===== config.mk =====
export PLATFORM = sky130hd
export DESIGN_NAME = mult4_rr_arbiter
export DESIGN_NICKNAME = d
export VERILOG_FILES = /design/src/rtl/mult4_rr_arbiter.sv
export SDC_FILE = /design/constraint.sdc
export NUM_CORES = 1
export LEC_CHECK = 0
export ABC_AREA = 1
export CORE_MARGIN = 2
export CORE_UTILIZATION = 30
export DETAILED_ROUTE_END_ITERATION = 6
export PLACE_DENSITY = 0.66
export SKIP_LAST_GASP = 1
export SYNTH_ARGS = -nofsm -noshare
export SYNTH_HDL_FRONTEND = slang
export SYNTH_SLANG_ARGS = --single-unit

===== constraint.sdc =====
create_clock -name clk -period 3.95 [get_ports clk]
set_input_delay 0.395 -clock clk [delete_from_list [all_inputs] [get_ports clk]]
set_output_delay 0.395 -clock clk [all_outputs]
set_load 0.01 [all_outputs]

===== src/rtl/mult4_rr_arbiter.sv =====
// Round-robin arbiter sharing one 4x4 unsigned shift-add array multiplier between NREQ requesters.
// Each result is registered and tagged with the index of the requester that supplied the operands.
module mult4_rr_arbiter #(
    parameter int unsigned NREQ = 4,
    parameter int unsigned IDW  = 2
) (
    input  logic                 clk,
    input  logic                 rst,
    input  logic [NREQ-1:0]      req_valid,
    input  logic [4*NREQ-1:0]    req_a,
    input  logic [4*NREQ-1:0]    req_b,
    output logic [NREQ-1:0]      req_ready,
    output logic                 resp_valid,
    input  logic                 resp_ready,
    output logic [7:0]           resp_y,
    output logic [IDW-1:0]       resp_id,
    output logic                 busy
);

    localparam int unsigned OPW = 4;
    localparam int unsigned PW  = 2 * OPW;
    localparam int unsigned SW  = IDW + 1;

    typedef enum logic [1:0] {
        IDLE = 2'd0,
        CALC = 2'd1,
        DONE = 2'd2
    } state_t;

    state_t           state;
    state_t           state_nxt;
    logic [IDW-1:0]   rr_ptr;
    logic [OPW-1:0]   op_a;
    logic [OPW-1:0]   op_b;
    logic [IDW-1:0]   op_id;

    logic             window_open;
    logic             grant_hit;
    logic             grant;
    logic [IDW-1:0]   grant_id;
    logic [OPW-1:0]   grant_a;
    logic [OPW-1:0]   grant_b;
    logic [PW-1:0]    mul_y;

    // State register
    always_ff @(posedge clk) begin
        if (rst) begin
            state <= IDLE;
        end else begin
            state <= state_nxt;
        end
    end

    // Round-robin search starting at rr_ptr, wrapping modulo NREQ
    always_comb begin
        logic [SW-1:0]  sum;
        logic [IDW-1:0] cand;
        sum       = '0;
        cand      = '0;
        grant_hit = 1'b0;
        grant_id  = '0;
        for (int unsigned k = 0; k < NREQ; k++) begin
            sum = {1'b0, rr_ptr} + SW'(k);
            if (sum >= SW'(NREQ)) begin
                sum = sum - SW'(NREQ);
            end
            cand = sum[IDW-1:0];
            if (!grant_hit && req_valid[cand]) begin
                grant_hit = 1'b1;
                grant_id  = cand;
            end
        end
    end

    // Grant only in IDLE or when the held result is being consumed
    always_comb begin
        window_open = !rst && ((state == IDLE) || ((state == DONE) && resp_ready));
        grant       = window_open && grant_hit;
        grant_a     = '0;
        grant_b     = '0;
        for (int unsigned i = 0; i < NREQ; i++) begin
            if (IDW'(i) == grant_id) begin
                grant_a = req_a[OPW*i +: OPW];
                grant_b = req_b[OPW*i +: OPW];
            end
        end
    end

    // Next-state logic
    always_comb begin
        state_nxt = state;
        case (state)
            IDLE: begin
                if (grant) begin
                    state_nxt = CALC;
                end
            end
            CALC: begin
                state_nxt = DONE;
            end
            DONE: begin
                if (resp_ready) begin
                    state_nxt = grant ? CALC : IDLE;
                end
            end
            default: begin
                state_nxt = IDLE;
            end
        endcase
    end

    // Output decode
    always_comb begin
        req_ready  = '0;
        resp_valid = (state == DONE);
        busy       = (state == CALC) || (state == DONE);
        if (grant) begin
            req_ready[grant_id] = 1'b1;
        end
    end

    // multiplier_4: shift-add array of partial products
    always_comb begin
        mul_y = '0;
        for (int unsigned i = 0; i < OPW; i++) begin
            if (op_b[i]) begin
                mul_y = mul_y + (PW'(op_a) << i);
            end
        end
    end

    // Operand, pointer and result registers
    always_ff @(posedge clk) begin
        if (rst) begin
            rr_ptr  <= '0;
            op_a    <= '0;
            op_b    <= '0;
            op_id   <= '0;
            resp_y  <= '0;
            resp_id <= '0;
        end else begin
            if (grant) begin
                op_a   <= grant_a;
                op_b   <= grant_b;
                op_id  <= grant_id;
                rr_ptr <= (grant_id == IDW'(NREQ - 1)) ? '0 : grant_id + IDW'(1);
            end
            if (state == CALC) begin
                resp_y  <= mul_y;
                resp_id <= op_id;
            end
        end
    end

endmodule


==> impl_metrics.json, run 1 <==
{
  "cp_slowest_cell": "fa_1",
  "max_slew_margin_pct": 68.5,
  "rsz0062_at_grt": "no",
  "timing.fmax_mhz": 280,
  "fp-row-count": 30,
  "place.gp.congestion": 0.865,
  "avgViaCountPerCell": 4.61,
  "cts_tree": "built",
  "diodes": 0,
  "hold_class": "reg2reg",
  "grt.overflow.total": 0,
  "worst-setup-path-type": "reg2reg",
  "timing.rr.start": "op_a[1]",
  "drive_gt1_share_pct": 6.88,
  "cts_root_buf": "clkbuf_8",
  "max-cap-violations": 0,
  "routed_wl_mm": 5.11,
  "status": "finished, final reports clean",
  "r2r_cells": 17,
  "multi_input_area_mm2": 0.00142,
  "synth-async-reset-ratio_pct": 0,
  "syn_inst": 329,
  "fin_crit_ns": 3.57,
  "crit_cells": 17,
  "critPathMaxFanout": 7,
  "ant_nets": 0,
  "ios": 55,
  "nets": 441,
  "startpoint_type": "flop",
  "rrSetupSlack_ns": 0.38,
  "syn_nets": 391,
  "finClkSkew_ns": 0.00366,
  "dr.pass1.iters": 4,
  "critPathMaxStageDelay_ns": 0.48,
  "clk_path_buf_depth": 2,
  "vdd_drop_max_uv": 347,
  "syn_to_final_growth_pct": 31.8,
  "p_leak_uw": 0.00125,
  "grt_use_total_pct": 13.8,
  "crit_chain": "nand2_1 -> inv_1 -> ha_1 -> inv_1 -> fa_1 -> o21ai_0 -> ha_1 -> inv_1 -> fa_1 -> nand2_1 -> o21a_1 -> ha_1 -> fa_1 -> a21oi_1 -> nor2_1 -> o21ai_0 -> a21oi_1",
  "cp-startpoint": "op_a[1]",
  "ys_ff_latch": 24,
  "io_buffers": 54,
  "cp-end-kind": "flop",
  "setup_viol": 0,
  "final_common_cell": "nand2_1",
  "synth_area_mm2": 0.00211,
  "antenna_found_initial": 0,
  "htree_levels": 1,
  "wire_per_inst_um": 10.8,
  "drt_iter0_drc": 115,
  "die_h_um": 87.9,
  "worstPathRequired_ns": 4.11,
  "hold_viol_final": 0,
  "start_util_pct": 31.1,
  "grt_pass1_vias": 2034,
  "seq_area_frac_synth_pct": 22.8,
  "fill_cells": 717,
  "cp-endpoint": "resp_y[7]",
  "critPathBufInv": 3,
  "vias": 2185,
  "die_x_um": 87.9,
  "cts.sinks": 24,
  "synth.avg_cell_area_um2": 6.42,
  "synth_edf_count": 0,
  "synth_cell_types": 31,
  "numCtsBuffers": 3,
  "slew_violations": 0,
  "synthFlopType": "dfxtp_1",
  "clk_latency_ns": 0.27,
  "grt_max_degree": 19,
  "ys_warn_count": 0,
  "clkTransAtPathRegs_ns": 0.09,
  "crit_family": "adder cells",
  "r2r-end": "resp_y[7]",
  "fp.coreArea_mm2": 0.00679,
  "drc_errors": 0,
  "cellPowerDensity_mw_per_mm2": 546,
  "worst_pin_slew_ns": 0.470,
  "period_share_pct": 90.3,
  "arrival_ns": 3.73,
  "dp_hpwl_mm": 4.14,
  "die_area_mm2": 0.00772,
  "tns_ns": 0,
  "register_area_um2": 483,
  "p_total_uw": 1520,
  "grt_pass1_wl_mm": 8.75,
  "final_cell_mix": "nand2_1, clkdlybuf4s50_1, a21oi_1"
}
==> repair_timing <==
action,4_1_cts,5_1_grt
buffers inserted,0,0
hold buffers,0,0
endpoints found under the setup margin,0,2
hold endpoints to repair,0,0
gates resized for setup,0,3
==> worst min-delay path, delay by kind of cell, from the launching register on <==
| kind | cells | cell delay, ns |
|---|---|---|
| flip-flops | 1 | 0.32 |
| buffers and inverters | 1 | 0.05 |
| AO/OA/AOI/OAI | 1 | 0.05 |
==> registers in the layout, indices dropped and copies added (netlist names) <==
signal and count:
resp_id 2, op_a 4, op_id 2, state 2
op_b 4, resp_y 8, rr_ptr 2
==> cells by family (layout without fill, tap and decap cells) <==
family                     count (synthesis)  in the layout  synth area share, %
xor gates and xnor gates                   2              2                0.830
DFF                                       24             24                 22.8
buffers and inverters                     48             97                 9.84
adders and majority gates                 23             23                 14.7
and+or+nand+nor                          158            158                 32.4
AOI/OAI and AO/OA                         74             74                 19.5
==> stage by stage <==
stage               cell area, um^2  hold slack, ns  worst slack (ns)  util, %  std cells
floorplan                      2110           0.421             0.579        -        329
global placement               2720           0.435             0.413     40.1        470
detailed placement             2720           0.436             0.285     40.1        470
CTS                            2780           0.450             0.263     40.9        474
global route                   2780           0.467            0.0247     40.9        474
finish                         2780           0.451             0.383     40.9        474
==> routing by layer <==
layer / global-route usage [%] / up-vias / part of all wire, %
met1: 17.6 / 952 / 46
met5: 0 / - / 0
met4: 3.78 / 0 / 1.2
met2: 23.9 / 65 / 47
li1: - / 1163 / -
met3: 2.54 / 5 / 6.0
==> area by class of cell <==
class,instances,area share (%)
multi-input combinational,257,51.1
inverter,36,4.95
tap,96,4.32
clock buffer,4,1.98
sequential,24,17.4
timing repair buffer,57,20.2
==> synthesized netlist by cell type (all sizes together), types with 2 or more instances <==
cell | instances | area [um^2]
nand2 | 118 | 479
a21oi | 39 | 218
inv | 35 | 134
o21ai | 29 | 145
dfxtp | 24 | 480
ha | 20 | 250
nor2 | 17 | 63.8
nand3 | 14 | 82.6
clkbuf | 8 | 31.3
buf | 4 | 38.8
fa | 3 | 60.1
nand3b | 3 | 22.5
nand4 | 3 | 18.8
a22o | 2 | 17.5
nor3 | 2 | 10.0
xor2 | 2 | 17.5
==> how the worst min path moves through the flow <==
| stage | startpoint | endpoint | slack, ns | depth (start not counted) |
|---|---|---|---|---|
| detailed placement | op_id[1] | resp_id[1] | 0.44 | 2 |
| global placement | op_id[1] | resp_id[1] | 0.43 | 2 |
| finish | op_id[1] | resp_id[1] | 0.45 | 2 |
| global route | op_id[1] | resp_id[1] | 0.47 | 2 |
| floorplan | op_id[1] | resp_id[1] | 0.42 | 2 |
| CTS | op_id[1] | resp_id[1] | 0.45 | 2 |
==> power by group <==
part / switching [uW] / total [uW] / leakage (uW) / internal [uW]
registers: 64.2 / 372 / 0.000197 / 307
logic: 578 / 976 / 0.00102 / 397
clock network: 81.3 / 170 / 0.0000288 / 89.2
Note: power is estimated with default switching activity, not from simulation.
==> run 2, diff against run 1 <==
--- a/config.mk
+++ b/config.mk
@@ -10,6 +10,7 @@
 export CORE_UTILIZATION = 30
 export DETAILED_ROUTE_END_ITERATION = 6
 export PLACE_DENSITY = 0.66
+export SETUP_SLACK_MARGIN = 0.15
 export SKIP_LAST_GASP = 1
 export SYNTH_ARGS = -nofsm -noshare
 export SYNTH_HDL_FRONTEND = slang
==> run 2 against run 1 <==
Effect of this change:
- non-clock buffer count stayed put
- core utilization barely moved
- global-route usage unchanged
- highest routed layer unchanged
- routed wire length is 0.37% lower
- flip-flop and latch count unchanged
- clock skew shrank 0.0026 ns
- total power barely moved
- first-iteration DRC count up 2.6%
- register-to-register slack gained 0.08 ns
==> impl_metrics.json, run 2 (synthesis gave the netlist of run 1 again) <==
{
  "status": "finished, final reports clean",
  "vdd_drop_max_uv": 349,
  "tns_ns": 0,
  "critPathBufInv": 3,
  "die_x_um": 87.9,
  "setup_viol": 0,
  "avgViaCountPerCell": 4.61,
  "crit_family": "adder cells",
  "clk_latency_ns": 0.27,
  "grt_pass1_vias": 2034,
  "vias": 2187,
  "cts_resized": 0,
  "critPathMaxStageDelay_ns": 0.47,
  "die_area_mm2": 0.00772,
  "reg.largest.list": "resp_y (8), op_a (4), op_b (4)",
  "cts_root_buf": "clkbuf_8",
  "crit_chain": "nand2_1 -> inv_1 -> ha_1 -> inv_1 -> fa_1 -> o21ai_1 -> ha_1 -> inv_1 -> fa_1 -> nand2_1 -> o21a_1 -> ha_1 -> fa_1 -> a21oi_1 -> nor2_1 -> o21ai_0 -> a21oi_1",
  "final_common_cell": "nand2_1",
  "critPathMaxFanout": 7,
  "place_inst": 470,
  "fin_crit_ns": 3.48,
  "fill_cells": 718,
  "slew_violations": 0,
  "cts_hold_buf": 0,
  "wire_per_inst_um": 10.7,
  "routed_wl_mm": 5.09,
  "nets": 441,
  "grt_use_total_pct": 13.8,
  "largest_register": "resp_y",
  "worst-setup-path-type": "reg2reg",
  "hold_viol_final": 0,
  "max-cap-violations": 0,
  "diodes": 0,
  "rsz0062_at_grt": "yes",
  "antenna_found_initial": 0,
  "stdcell_area_mm2": 0.00278,
  "clkTransAtPathRegs_ns": 0.08,
  "timing.fmax_mhz": 287,
  "period_share_pct": 88.2,
  "post_cts_buffers": 0,
  "setup_slack_ns": 0.467,
  "dp_hpwl_mm": 4.14,
  "drc_errors": 0,
  "cts_tree": "built",
  "fp.coreArea_mm2": 0.00679,
  "grt_pass1_wl_mm": 8.75,
  "worstPathRequired_ns": 4.11,
  "grt_max_degree": 19,
  "io_buffers": 54,
  "final_cell_mix": "nand2_1, clkdlybuf4s50_1, a21oi_1",
  "hold_slack_ns": 0.450,
  "fin_cells": 474,
  "dp_slack_ns": 0.285,
  "hold_class": "reg2reg",
  "ant_nets": 0,
  "largest_reg_flops": 8,
  "cts.sinks": 24,
  "ios": 55,
  "drive_gt1_share_pct": 7.14,
  "cellPowerDensity_mw_per_mm2": 545,
  "syn_to_final_growth_pct": 31.8,
  "htree_levels": 1,
  "startpoint_type": "flop",
  "max_slew_margin_pct": 68.5,
  "grt.overflow.total": 0,
  "clk_path_buf_depth": 2,
  "finClkSkew_ns": 0.00108,
  "postPlaceCellArea_mm2": 0.00272,
  "worst_pin_slew_ns": 0.470,
  "die_h_um": 87.9,
  "place.gp.congestion": 0.865,
  "cp-end-kind": "flop",
  "drt_iter0_drc": 118,
  "dr.pass1.iters": 4,
  "arrival_ns": 3.64,
  "cp_slowest_cell": "fa_1",
  "numCtsBuffers": 3,
  "start_util_pct": 31.1,
  "fp-row-count": 30,
  "p_leak_uw": 0.00125
}
[run 2: path summary, 6_finish.rpt]
| check | cells past startpoint | to | start | slack [ns] |
|---|---|---|---|---|
| max reg2reg | 17 | resp_y[7] | op_a[1] | 0.47 |
| min reg2reg | 2 | resp_id[1] | op_id[1] | 0.45 |
| min | 2 | resp_id[1] | op_id[1] | 0.45 |
| max | 17 | resp_y[7] | op_a[1] | 0.47 |
[run 2: through the flow]
step	util [%]	power, uW
floorplan	-	1070
global placement	40.1	1340
global route	41.0	1690
CTS	40.9	1540
detailed placement	40.1	1360
finish	41.0	1520
[run 2: worst min-delay path, cell delays in order, from the launching register on]
cell and delay (ns):
dfxtp_1 0.32, inv_1 0.05, a21oi_1 0.05
[run 2: area by class of cell]
type	count	area, um^2	share of cell area [%]
clock buffer	4	55.1	1.98
inverter	36	138	4.95
multi-input combinational	257	1420	51.1
sequential	24	484	17.4
tap	96	120	4.32
timing repair buffer	57	563	20.2
[run 2: power breakdown]
group | switching (uW) | internal [uW]
Clock | 79.2 | 89.1
Combinational | 578 | 397
Sequential | 64.5 | 308
Total | 722 | 795
[run 2: layer usage]
metal	vias to the layer above	global-route usage (%)	part of all wire (%)
met2	64	23.9	47
met5	-	0	0
met4	0	3.78	1.2
met1	951	17.6	46
met3	5	2.54	5.9
li1	1167	-	-
